`src/rtl/coffee_vend_ctrl_if.sv`:
```
// rtl/coffee_vend_ctrl_if.sv - coin, selection, dispense and change handshake bundle
interface coffee_vend_ctrl_if #(
   parameter int unsigned VALUE_W = 8,
   parameter int unsigned SEL_W   = 2
);
   logic               coin_valid;
   logic [VALUE_W-1:0] coin_value;
   logic               coin_reject;
   logic               sel_valid;
   logic [SEL_W-1:0]   sel_idx;
   logic               dispense_valid;
   logic [SEL_W-1:0]   dispense_idx;
   logic               dispense_ready;
   logic               change_valid;
   logic [VALUE_W-1:0] change_value;
   logic               change_ready;

   modport master (
      output coin_valid, coin_value, sel_valid, sel_idx, dispense_ready, change_ready,
      input  coin_reject, dispense_valid, dispense_idx, change_valid, change_value
   );

   modport slave (
      input  coin_valid, coin_value, sel_valid, sel_idx, dispense_ready, change_ready,
      output coin_reject, dispense_valid, dispense_idx, change_valid, change_value
   );
endinterface

```
`src/rtl/coffee_vend_ctrl.sv`:
```
// rtl/coffee_vend_ctrl.sv - coin credit, product selection, dispense and change sequencing
// Optional inactivity timeout enabled by defining VEND_TIMEOUT_EN.
module coffee_vend_ctrl #(
   parameter int unsigned VALUE_W     = 8,
   parameter int unsigned N_PRODUCTS  = 4,
   parameter int unsigned SEL_W       = (N_PRODUCTS > 1) ? $clog2(N_PRODUCTS) : 1,
   parameter int unsigned TIMEOUT_CYC = 1000
) (
   input  logic                          clk,
   input  logic                          rst,
   coffee_vend_ctrl_if.slave             bus,
   input  logic [N_PRODUCTS*VALUE_W-1:0] price_table,
   input  logic                          cancel,
   output logic [VALUE_W-1:0]            credit,
   output logic                          LED_yellow,
   output logic                          LED_green
`ifdef VEND_TIMEOUT_EN
   ,
   output logic                          timeout_evt
`endif
);
   typedef enum logic [1:0] {IDLE, COLLECT, DISPENSE, CHANGE} state_t;

   state_t             state_q, state_d;
   logic [VALUE_W-1:0] credit_q, credit_d;
   logic [SEL_W-1:0]   sel_q, sel_d;
   logic               sel_locked_q, sel_locked_d;
   logic               cmp_q, cmp_d;
   logic               coin_reject_q, coin_reject_d;

   logic [VALUE_W-1:0] price_sel;
   logic [VALUE_W:0]   coin_sum;
   logic               sel_ok, coin_acc, sel_acc, cancel_eff, tmo_fire;

   always_comb begin
      price_sel = '0;
      for (int unsigned i = 0; i < N_PRODUCTS; i++)
         if (sel_q == SEL_W'(i)) price_sel = price_table[i*VALUE_W +: VALUE_W];
   end

   assign coin_sum = {1'b0, credit_q} + {1'b0, bus.coin_value};
   assign sel_ok   = 32'(bus.sel_idx) < N_PRODUCTS;

`ifdef VEND_TIMEOUT_EN
   localparam int unsigned TMO_W = $clog2(TIMEOUT_CYC + 1);
   logic [TMO_W-1:0] tmo_q, tmo_d;
   logic             timeout_evt_q;

   assign tmo_fire    = (state_q == COLLECT) && (tmo_q == TMO_W'(TIMEOUT_CYC));
   assign timeout_evt = timeout_evt_q;
`else
   logic tmo_unused;
   assign tmo_unused = (TIMEOUT_CYC == 0);
   assign tmo_fire   = 1'b0;
`endif

   assign cancel_eff = cancel | tmo_fire;

   always_comb begin
      state_d       = state_q;
      credit_d      = credit_q;
      sel_d         = sel_q;
      sel_locked_d  = sel_locked_q;
      coin_reject_d = 1'b0;
      coin_acc      = 1'b0;
      sel_acc       = 1'b0;
      case (state_q)
         IDLE, COLLECT: begin
            if ((state_q == COLLECT) && cancel_eff) begin
               coin_reject_d = bus.coin_valid;
               sel_locked_d  = 1'b0;
               state_d       = (credit_q != '0) ? CHANGE : IDLE;
            end else begin
               if (bus.coin_valid) begin
                  if (coin_sum[VALUE_W]) begin
                     coin_reject_d = 1'b1;
                  end else begin
                     credit_d = coin_sum[VALUE_W-1:0];
                     coin_acc = 1'b1;
                  end
               end
               if (bus.sel_valid && sel_ok) begin
                  sel_d        = bus.sel_idx;
                  sel_locked_d = 1'b1;
                  sel_acc      = 1'b1;
               end
               // A fresh selection invalidates the registered compare, so hold off one round.
               if (state_q == IDLE) begin
                  if (coin_acc || sel_acc) state_d = COLLECT;
               end else if (cmp_q && !sel_acc) begin
                  state_d = DISPENSE;
               end
            end
         end
         DISPENSE: begin
            coin_reject_d = bus.coin_valid;
            if (bus.dispense_ready) begin
               credit_d     = credit_q - price_sel;
               sel_locked_d = 1'b0;
               state_d      = (credit_q != price_sel) ? CHANGE : IDLE;
            end
         end
         CHANGE: begin
            coin_reject_d = bus.coin_valid;
            if (bus.change_ready) begin
               credit_d = '0;
               state_d  = IDLE;
            end
         end
         default: state_d = IDLE;
      endcase
      cmp_d = sel_locked_q && !sel_acc && (credit_q >= price_sel);
`ifdef VEND_TIMEOUT_EN
      tmo_d = (state_d != COLLECT || coin_acc || sel_acc) ? '0 : tmo_q + 1'b1;
`endif
   end

   always_ff @(posedge clk or posedge rst) begin
      if (rst) begin
         state_q       <= IDLE;
         credit_q      <= '0;
         sel_q         <= '0;
         sel_locked_q  <= 1'b0;
         cmp_q         <= 1'b0;
         coin_reject_q <= 1'b0;
`ifdef VEND_TIMEOUT_EN
         tmo_q         <= '0;
         timeout_evt_q <= 1'b0;
`endif
      end else begin
         state_q       <= state_d;
         credit_q      <= credit_d;
         sel_q         <= sel_d;
         sel_locked_q  <= sel_locked_d;
         cmp_q         <= cmp_d;
         coin_reject_q <= coin_reject_d;
`ifdef VEND_TIMEOUT_EN
         tmo_q         <= tmo_d;
         timeout_evt_q <= tmo_fire;
`endif
      end
   end

   assign bus.coin_reject    = coin_reject_q;
   assign bus.dispense_valid = (state_q == DISPENSE);
   assign bus.dispense_idx   = sel_q;
   assign bus.change_valid   = (state_q == CHANGE);
   assign bus.change_value   = (state_q == CHANGE) ? credit_q : '0;
   assign credit             = credit_q;
   assign LED_yellow         = (state_q == COLLECT);
   assign LED_green          = (state_q == DISPENSE);
endmodule
```
`src/flat_wrapper.sv`:
```
// flat-port wrapper written by rule: the top's interface ports become plain ports
module coffee_vend_ctrl_flat 
#(
   parameter int unsigned VALUE_W     = 8,
   parameter int unsigned N_PRODUCTS  = 4,
   parameter int unsigned SEL_W       = (N_PRODUCTS > 1) ? $clog2(N_PRODUCTS) : 1,
   parameter int unsigned TIMEOUT_CYC = 1000
)
  (clk, rst, price_table, cancel, credit, LED_yellow, LED_green, bus_coin_valid, bus_coin_value, bus_sel_valid, bus_sel_idx, bus_dispense_ready, bus_change_ready, bus_coin_reject, bus_dispense_valid, bus_dispense_idx, bus_change_valid, bus_change_value);
  coffee_vend_ctrl_if #(.VALUE_W(VALUE_W), .SEL_W(SEL_W)) bus_i ();
  input  logic clk;
  input  logic rst;
  input  logic [N_PRODUCTS*VALUE_W-1:0] price_table;
  input  logic cancel;
  output logic [VALUE_W-1:0] credit;
  output logic LED_yellow;
  output logic LED_green;
  input wire logic [$bits(bus_i.coin_valid)-1:0] bus_coin_valid;
  input wire logic [$bits(bus_i.coin_value)-1:0] bus_coin_value;
  input wire logic [$bits(bus_i.sel_valid)-1:0] bus_sel_valid;
  input wire logic [$bits(bus_i.sel_idx)-1:0] bus_sel_idx;
  input wire logic [$bits(bus_i.dispense_ready)-1:0] bus_dispense_ready;
  input wire logic [$bits(bus_i.change_ready)-1:0] bus_change_ready;
  output wire logic [$bits(bus_i.coin_reject)-1:0] bus_coin_reject;
  output wire logic [$bits(bus_i.dispense_valid)-1:0] bus_dispense_valid;
  output wire logic [$bits(bus_i.dispense_idx)-1:0] bus_dispense_idx;
  output wire logic [$bits(bus_i.change_valid)-1:0] bus_change_valid;
  output wire logic [$bits(bus_i.change_value)-1:0] bus_change_value;
  assign bus_i.coin_valid = bus_coin_valid;
  assign bus_i.coin_value = bus_coin_value;
  assign bus_i.sel_valid = bus_sel_valid;
  assign bus_i.sel_idx = bus_sel_idx;
  assign bus_i.dispense_ready = bus_dispense_ready;
  assign bus_i.change_ready = bus_change_ready;
  assign bus_coin_reject = bus_i.coin_reject;
  assign bus_dispense_valid = bus_i.dispense_valid;
  assign bus_dispense_idx = bus_i.dispense_idx;
  assign bus_change_valid = bus_i.change_valid;
  assign bus_change_value = bus_i.change_value;
  coffee_vend_ctrl #(.VALUE_W(VALUE_W), .N_PRODUCTS(N_PRODUCTS), .SEL_W(SEL_W), .TIMEOUT_CYC(TIMEOUT_CYC)) u_core (.clk(clk), .rst(rst), .bus(bus_i), .price_table(price_table), .cancel(cancel), .credit(credit), .LED_yellow(LED_yellow), .LED_green(LED_green));
endmodule
```
`config.mk`:
```
export PLATFORM = sky130hd
export DESIGN_NAME = coffee_vend_ctrl_flat
export DESIGN_NICKNAME = d
export VERILOG_FILES = /design/src/rtl/coffee_vend_ctrl_if.sv /design/src/rtl/coffee_vend_ctrl.sv /design/src/flat_wrapper.sv
export SDC_FILE = /design/constraint.sdc
export NUM_CORES = 1
export LEC_CHECK = 0
export ABC_AREA = 1
export ABC_CLOCK_PERIOD_IN_PS = 4700
export CORE_MARGIN = 5
export CORE_UTILIZATION = 40
export CTS_BUF_LIST = sky130_fd_sc_hd__clkbuf_16
export DETAILED_ROUTE_END_ITERATION = 7
export GPL_TIMING_DRIVEN = 0
export PLACE_DENSITY_LB_ADDON = 0.2
export SLEW_MARGIN = 20
export SYNTH_ARGS = -nofsm -noshare
export SYNTH_HDL_FRONTEND = slang
export SYNTH_SLANG_ARGS = --single-unit
```
`constraint.sdc`:
```
create_clock -name clk -period 4.7 [get_ports clk]
set_clock_uncertainty 0.15 [all_clocks]
set_input_delay 0.47 -clock clk [delete_from_list [all_inputs] [get_ports clk]]
set_output_delay 0.47 -clock clk [all_outputs]
set_load 0.02 [all_outputs]
```
* After elaboration in Yosys (flattened, before gate mapping)
Index checks and enable logic that the tools add are counted.
** Operators by class
- $add $sub $neg :: 2
- Order comparisons :: 1
- Eq/ne operators :: 15
- Mux-type cells :: 37
- Bitwise gates (word level) :: 1
- Reduce and logical (&&, ||, !) cells :: 17
** Operators with widths (count)
- 2-to-1 mux 8 bit :: 10
- case mux 8 bit (3 select lines) :: 1
- 2-to-1 mux 2 bit :: 8
- 2-to-1 mux 1 bit :: 15
- adder 8 x 8 -> 9 bit :: 1
- == test 2 bit (second input constant) :: 4
- >= comparator 8 bit :: 1
- != test 2 bit (second input constant) :: 4
- != test 8 bit :: 1
- nonzero test 8 bit :: 1
- subtractor 8 bit :: 1
- case mux 2 bit (3 select lines) :: 1
- AND reduction 3 bit :: 2
- AND reduction 5 bit :: 1
- == test 2 x 1 -> 1 bit (second input constant) :: 2
- logical AND 1 bit :: 4
- zero test 2 bit :: 2
- != test 4 x 1 -> 1 bit (second input constant) :: 1
- != test 4 x 3 -> 1 bit (second input constant) :: 1
- case mux 1 bit (2 select lines) :: 2
- AND reduction 4 bit :: 1
- OR reduction 2 bit :: 2
- != test 3 x 2 -> 1 bit (second input constant) :: 1
- zero test 1 bit :: 2
- 4 further kinds :: 4
** Word-level totals
- Register bits after elaboration :: 15
- Bits of input ports :: 49

* Logic depth before layout (Yosys ltp)
- Word-level depth :: 10
- Depth in mapped cells :: 20
- Mapped depth without buffers :: 20

* Worst setup path after synthesis
No wires, ideal clock.
- Kind :: reg-to-reg
- Start :: register u_core.sel_q[1] (netlist: u_core.bus.dispense_idx[1])
- End :: register u_core.credit_q[4] (netlist: u_core.credit[4])
- Arrival time :: 2307 ps
- Data required time :: 4433 ps
- Slack :: 2127 ps
- Cell stages (with the launch flop) :: 14
- Clock period less this slack :: 2573 ps
- Path through :: dfrtp_1 inv_1 nor2_1 inv_1 o21ai_0 nand2_1 ha_1 fa_1 o21ai_0 nand2_1 nand2_1 o22ai_1 nand2_1 nand2_1
** On the way
- Word-level cells in the longest chain between the ends :: 8
- Elaborated cells between the ends (all ways) :: 11
** RTL lines
- from (decl) :: RTL line coffee_vend_ctrl.sv:26 : logic [SEL_W-1:0] sel_q, sel_d;
- from (signal assigned) :: RTL line coffee_vend_ctrl.sv:133 : sel_q <= sel_d;
- zero test 2 bit :: RTL line coffee_vend_ctrl.sv:38 : if (sel_q == SEL_W'(i)) price_sel = price_table[i*VALUE_W +: VALUE_W];
- 2-to-1 mux 8 bit (3 in series) :: RTL line coffee_vend_ctrl.sv:38
- 2-to-1 mux 8 bit (*) :: RTL line coffee_vend_ctrl.sv:38
- subtractor 8 bit (*) :: RTL line coffee_vend_ctrl.sv:98 : credit_d = credit_q - price_sel;
- 2-to-1 mux 8 bit (*) :: RTL line coffee_vend_ctrl.sv:97 : if (bus.dispense_ready) begin
- case mux 8 bit (3 select lines) (*) :: RTL line coffee_vend_ctrl.sv:67 : case (state_q)
- to (signal assigned) :: RTL line coffee_vend_ctrl.sv:132 : credit_q <= credit_d;
- to (decl) :: RTL line coffee_vend_ctrl.sv:25 : logic [VALUE_W-1:0] credit_q, credit_d;
Mark *: on every way between the ends. The rest lies on a longest branch, timed or not. The select of a mux whose other input is x is not followed.
A chain may end at the register's enable or synchronous reset.

* Worst setup path in the final report
Ends and elaborated chain as after synthesis.

==> impl_metrics.tcl <==
set metrics [dict create \
    cts_buffers 3 \
    postRouteAntennaNets 0 \
    endpoint_kind "flip-flop" \
    cts.sinks 15 \
    start_util 0.421 \
    rows 24 \
    synth_edf_count 0 \
    ioPinCount 72 \
    synth_cells 309 \
    drt-initial-drc-count 116 \
    fillers 424 \
    cp-endpoint "u_core.credit[4]$_DFFE_PP0P_" \
    cts-htree-levels 1 \
    crit_start "u_core.bus.dispense_idx[1]$_DFFE_PP0P_" \
    r2r-end "u_core.credit[4]$_DFFE_PP0P_" \
    ys_ff_latch 15 \
    power.net_switching_mw 1.09 \
    postCtsSetupBuffers 0 \
    critPathKind "reg -> reg" \
    slew_headroom 0.600 \
    layout_setup_ws_ns 1.86 \
    drv_slew 0 \
    combinationalPowerShare 0.781 \
    die_width_um 78.4 \
    ir_drop_uv 371 \
    syn_area_per_cell_um2 6.05 \
    root_buffer "clkbuf_16" \
    drive_gt1_frac 0.0521 \
    leakagePower_nw 1.40 \
    ctsResizeCount 0 \
    finalWirelength_um 5780 \
    gp_congestion 0.856 \
    grt_max_degree 16 \
    worst_path_most_repeated_cell "nand2_1" \
    clockPowerShare 0.083 \
    power.share.sequential 0.137 \
    r2r_setup_slack_ns 1.86 \
    ys_seq_area_frac 0.201 \
    synthTopCellsByArea "dfrtp_1 20%, nand2_1 20%, ha_1 11%" \
    path_cells "inv_1 > nor2_1 > inv_1 > o21ai_0 > nand2_1 > ha_1 > fa_1 > o21ai_0 > nand2_1 > nand2_1 > o22ai_1 > nand2_1 > nand2_1" \
    yosysUniqueCellTypes 28 \
    drt_pre_antenna_iters 4 \
    drc 0 \
    die-area_um2 6140 \
    slowest_stage "dfrtp_1" \
    dp_slack_ns 1.87 \
    cts-hold-fix-buffers 0 \
    routedWlPerCell_um 13.3 \
    total_power_mw 2.02 \
    reg2regPathDepth 13 \
    rsz0062_at_grt "false" \
    setup_tns_ns 0 \
    diodes 0 \
    grt_pass1_vias 2112 \
    syn_nets 377 \
    areaGrowthSynthToFinish_pct 45.8 \
    clock_latency_ns 0.24 \
    path_clk_slew_ns 0.05 \
    synth.largest_area_cell "dfrtp_1" \
    fp.dieH_um 78.4 \
    yosys-top-cells-count "98 x nand2_1, 50 x inv_1, 29 x nor2_1" \
    grt_first_pass_wirelength_um 9750 \
    globalRouteOverflowTotal 0 \
    synth_area_um2 1870 \
    grt_util_all_layers 0.198 \
    critical_path_required_ns 4.69 \
    cp-start-kind "flip-flop" \
    critPathArrivalTime_ns 2.83 \
    rr_startpoint "u_core.bus.dispense_idx[1]$_DFFE_PP0P_" \
    swShare 0.539 \
    layout.nets 453 \
    via_count 2170 \
    hpwl_um 4880 \
    yosysMostFrequentCell "nand2_1" \
    ys_warn_count 0 \
    cts_tree "built" \
    p_int_mw 0.930 \
    cp_max_fo 8 \
    tightest_slew_ns 0.599 \
    max_freq_mhz 352 \
    min_path_type "reg -> reg" \
    port_buffers 71 \
    synthArstFlopShare 1.00 \
    max_stage_delay_ns 0.45 \
    grt_antenna_before_repair 0 \
    ys.flop_type "dfrtp_1" \
    outcome "finished, final reports clean" \
    synth_top_cell_area_share 0.201 \
    min_period_ns 2.84 \
    core_area_um2 4440 \
    cts_buffer_depth 2 \
    viasPerCell 4.98 \
    p_per_area_nw_per_um2 740 \
    maxCapViolCount 0 \
    fin_crit_sh 0.605 \
    hold_viol_final 0 \
    setup_viol 0 \
]
==> critical path, delay by kind of cell, from the launching register on <==
family / cells / cell delay, ns
AO/OA/AOI/OAI: 3 / 0.55
buffers and inverters: 2 / 0.33
adder cells (fa/ha/maj): 2 / 0.61
AND/OR/NAND/NOR: 6 / 0.63
flip-flops: 1 / 0.45
==> kinds of logic (layout without fill, tap and decap cells) <==
kind of cell               count (synthesis)  after routing  share of synthesized area
xor gates and xnor gates                   1              1                    0.00469
and+or+nand+nor                          172            172                      0.394
AOI/OAI and AO/OA                         46             46                      0.147
buffers and inverters                     56            131                      0.119
adders and majority gates                 19             19                      0.135
DFF                                       15             15                      0.201
==> cell type report <==
cell class | instances | area (um^2) | share of cell area
Buffer | 5 | 31.3 | 0.0115
Clock buffer | 3 | 75.1 | 0.0275
Clock inverter | 1 | 5.00 | 0.00184
Inverter | 51 | 191 | 0.0702
Multi-Input combinational cell | 238 | 1270 | 0.466
Sequential cell | 15 | 375 | 0.138
Tap cell | 52 | 65.1 | 0.0239
Timing Repair Buffer | 71 | 711 | 0.261
==> layout by cell type (no fill, tap or decap), drive strengths merged <==
cell	synthesis	final
nand2	101	101
clkdlybuf4s50	0	71
inv	51	51
nor2	31	31
nand3	29	29
o21ai	21	21
a21oi	19	19
ha	17	17
dfrtp	15	15
nand4	5	5
clkbuf	2	5
nand3b	4	4
o22ai	3	3
buf	3	3
fa	2	2
or2	1	1
a21boi	1	1
xor2	1	1
o311ai	1	1
a221oi	1	1
nor3	1	1
clkinv	0	1
==> worst min-delay path by stage <==
stage,startpoint,endpoint,slack [ns],cells past startpoint
final,u_core.sel_locked_q$_DFFE_PP0P_,u_core.sel_locked_q$_DFFE_PP0P_,0.32,2
after global routing,u_core.sel_locked_q$_DFFE_PP0P_,u_core.sel_locked_q$_DFFE_PP0P_,0.36,2
after CTS,u_core.sel_locked_q$_DFFE_PP0P_,u_core.sel_locked_q$_DFFE_PP0P_,0.32,2
after detailed placement,u_core.sel_locked_q$_DFFE_PP0P_,u_core.sel_locked_q$_DFFE_PP0P_,0.31,2
after global placement,u_core.sel_locked_q$_DFFE_PP0P_,u_core.sel_locked_q$_DFFE_PP0P_,0.31,2
after floorplan,rst,u_core.bus.coin_reject$_DFF_PP0_,0.22,1
==> layer usage <==
layer | track usage | share of wire | up-vias
li1 | - | - | 1146
met1 | 0.262 | 0.47 | 953
met2 | 0.338 | 0.46 | 65
met3 | 0.0343 | 0.062 | 6
met4 | 0.0402 | 0.010 | 0
met5 | 0 | 0 | -
==> through the flow <==
step | util | std cells | cell area (um^2) | hold WS, ns
floorplan | - | 309 | 1870 | 0.221
global placement | 0.595 | 432 | 2650 | 0.306
detailed placement | 0.595 | 432 | 2650 | 0.309
CTS | 0.613 | 436 | 2730 | 0.322
global route | 0.613 | 436 | 2730 | 0.356
finish | 0.613 | 436 | 2730 | 0.319
==> flip-flops by register name (all words and copies together) (netlist names) <==
name / flops
u_core.credit: 8
u_core.bus.dispense_idx: 2
u_core.state_q: 2
u_core.bus.coin_reject: 1
u_core.cmp_q: 1
u_core.sel_locked_q: 1
==> power by group through the flow <==
| stage | clock network [mW] | registers [mW] | logic [mW] |
|---|---|---|---|
| floorplan | 0 | 0.301 | 1.06 |
| global placement | 0 | 0.275 | 1.54 |
| detailed placement | 0 | 0.278 | 1.56 |
| CTS | 0.169 | 0.275 | 1.58 |
| global route | 0.179 | 0.286 | 1.78 |
| finish | 0.167 | 0.276 | 1.57 |
(Power assumes the default switching activity.)
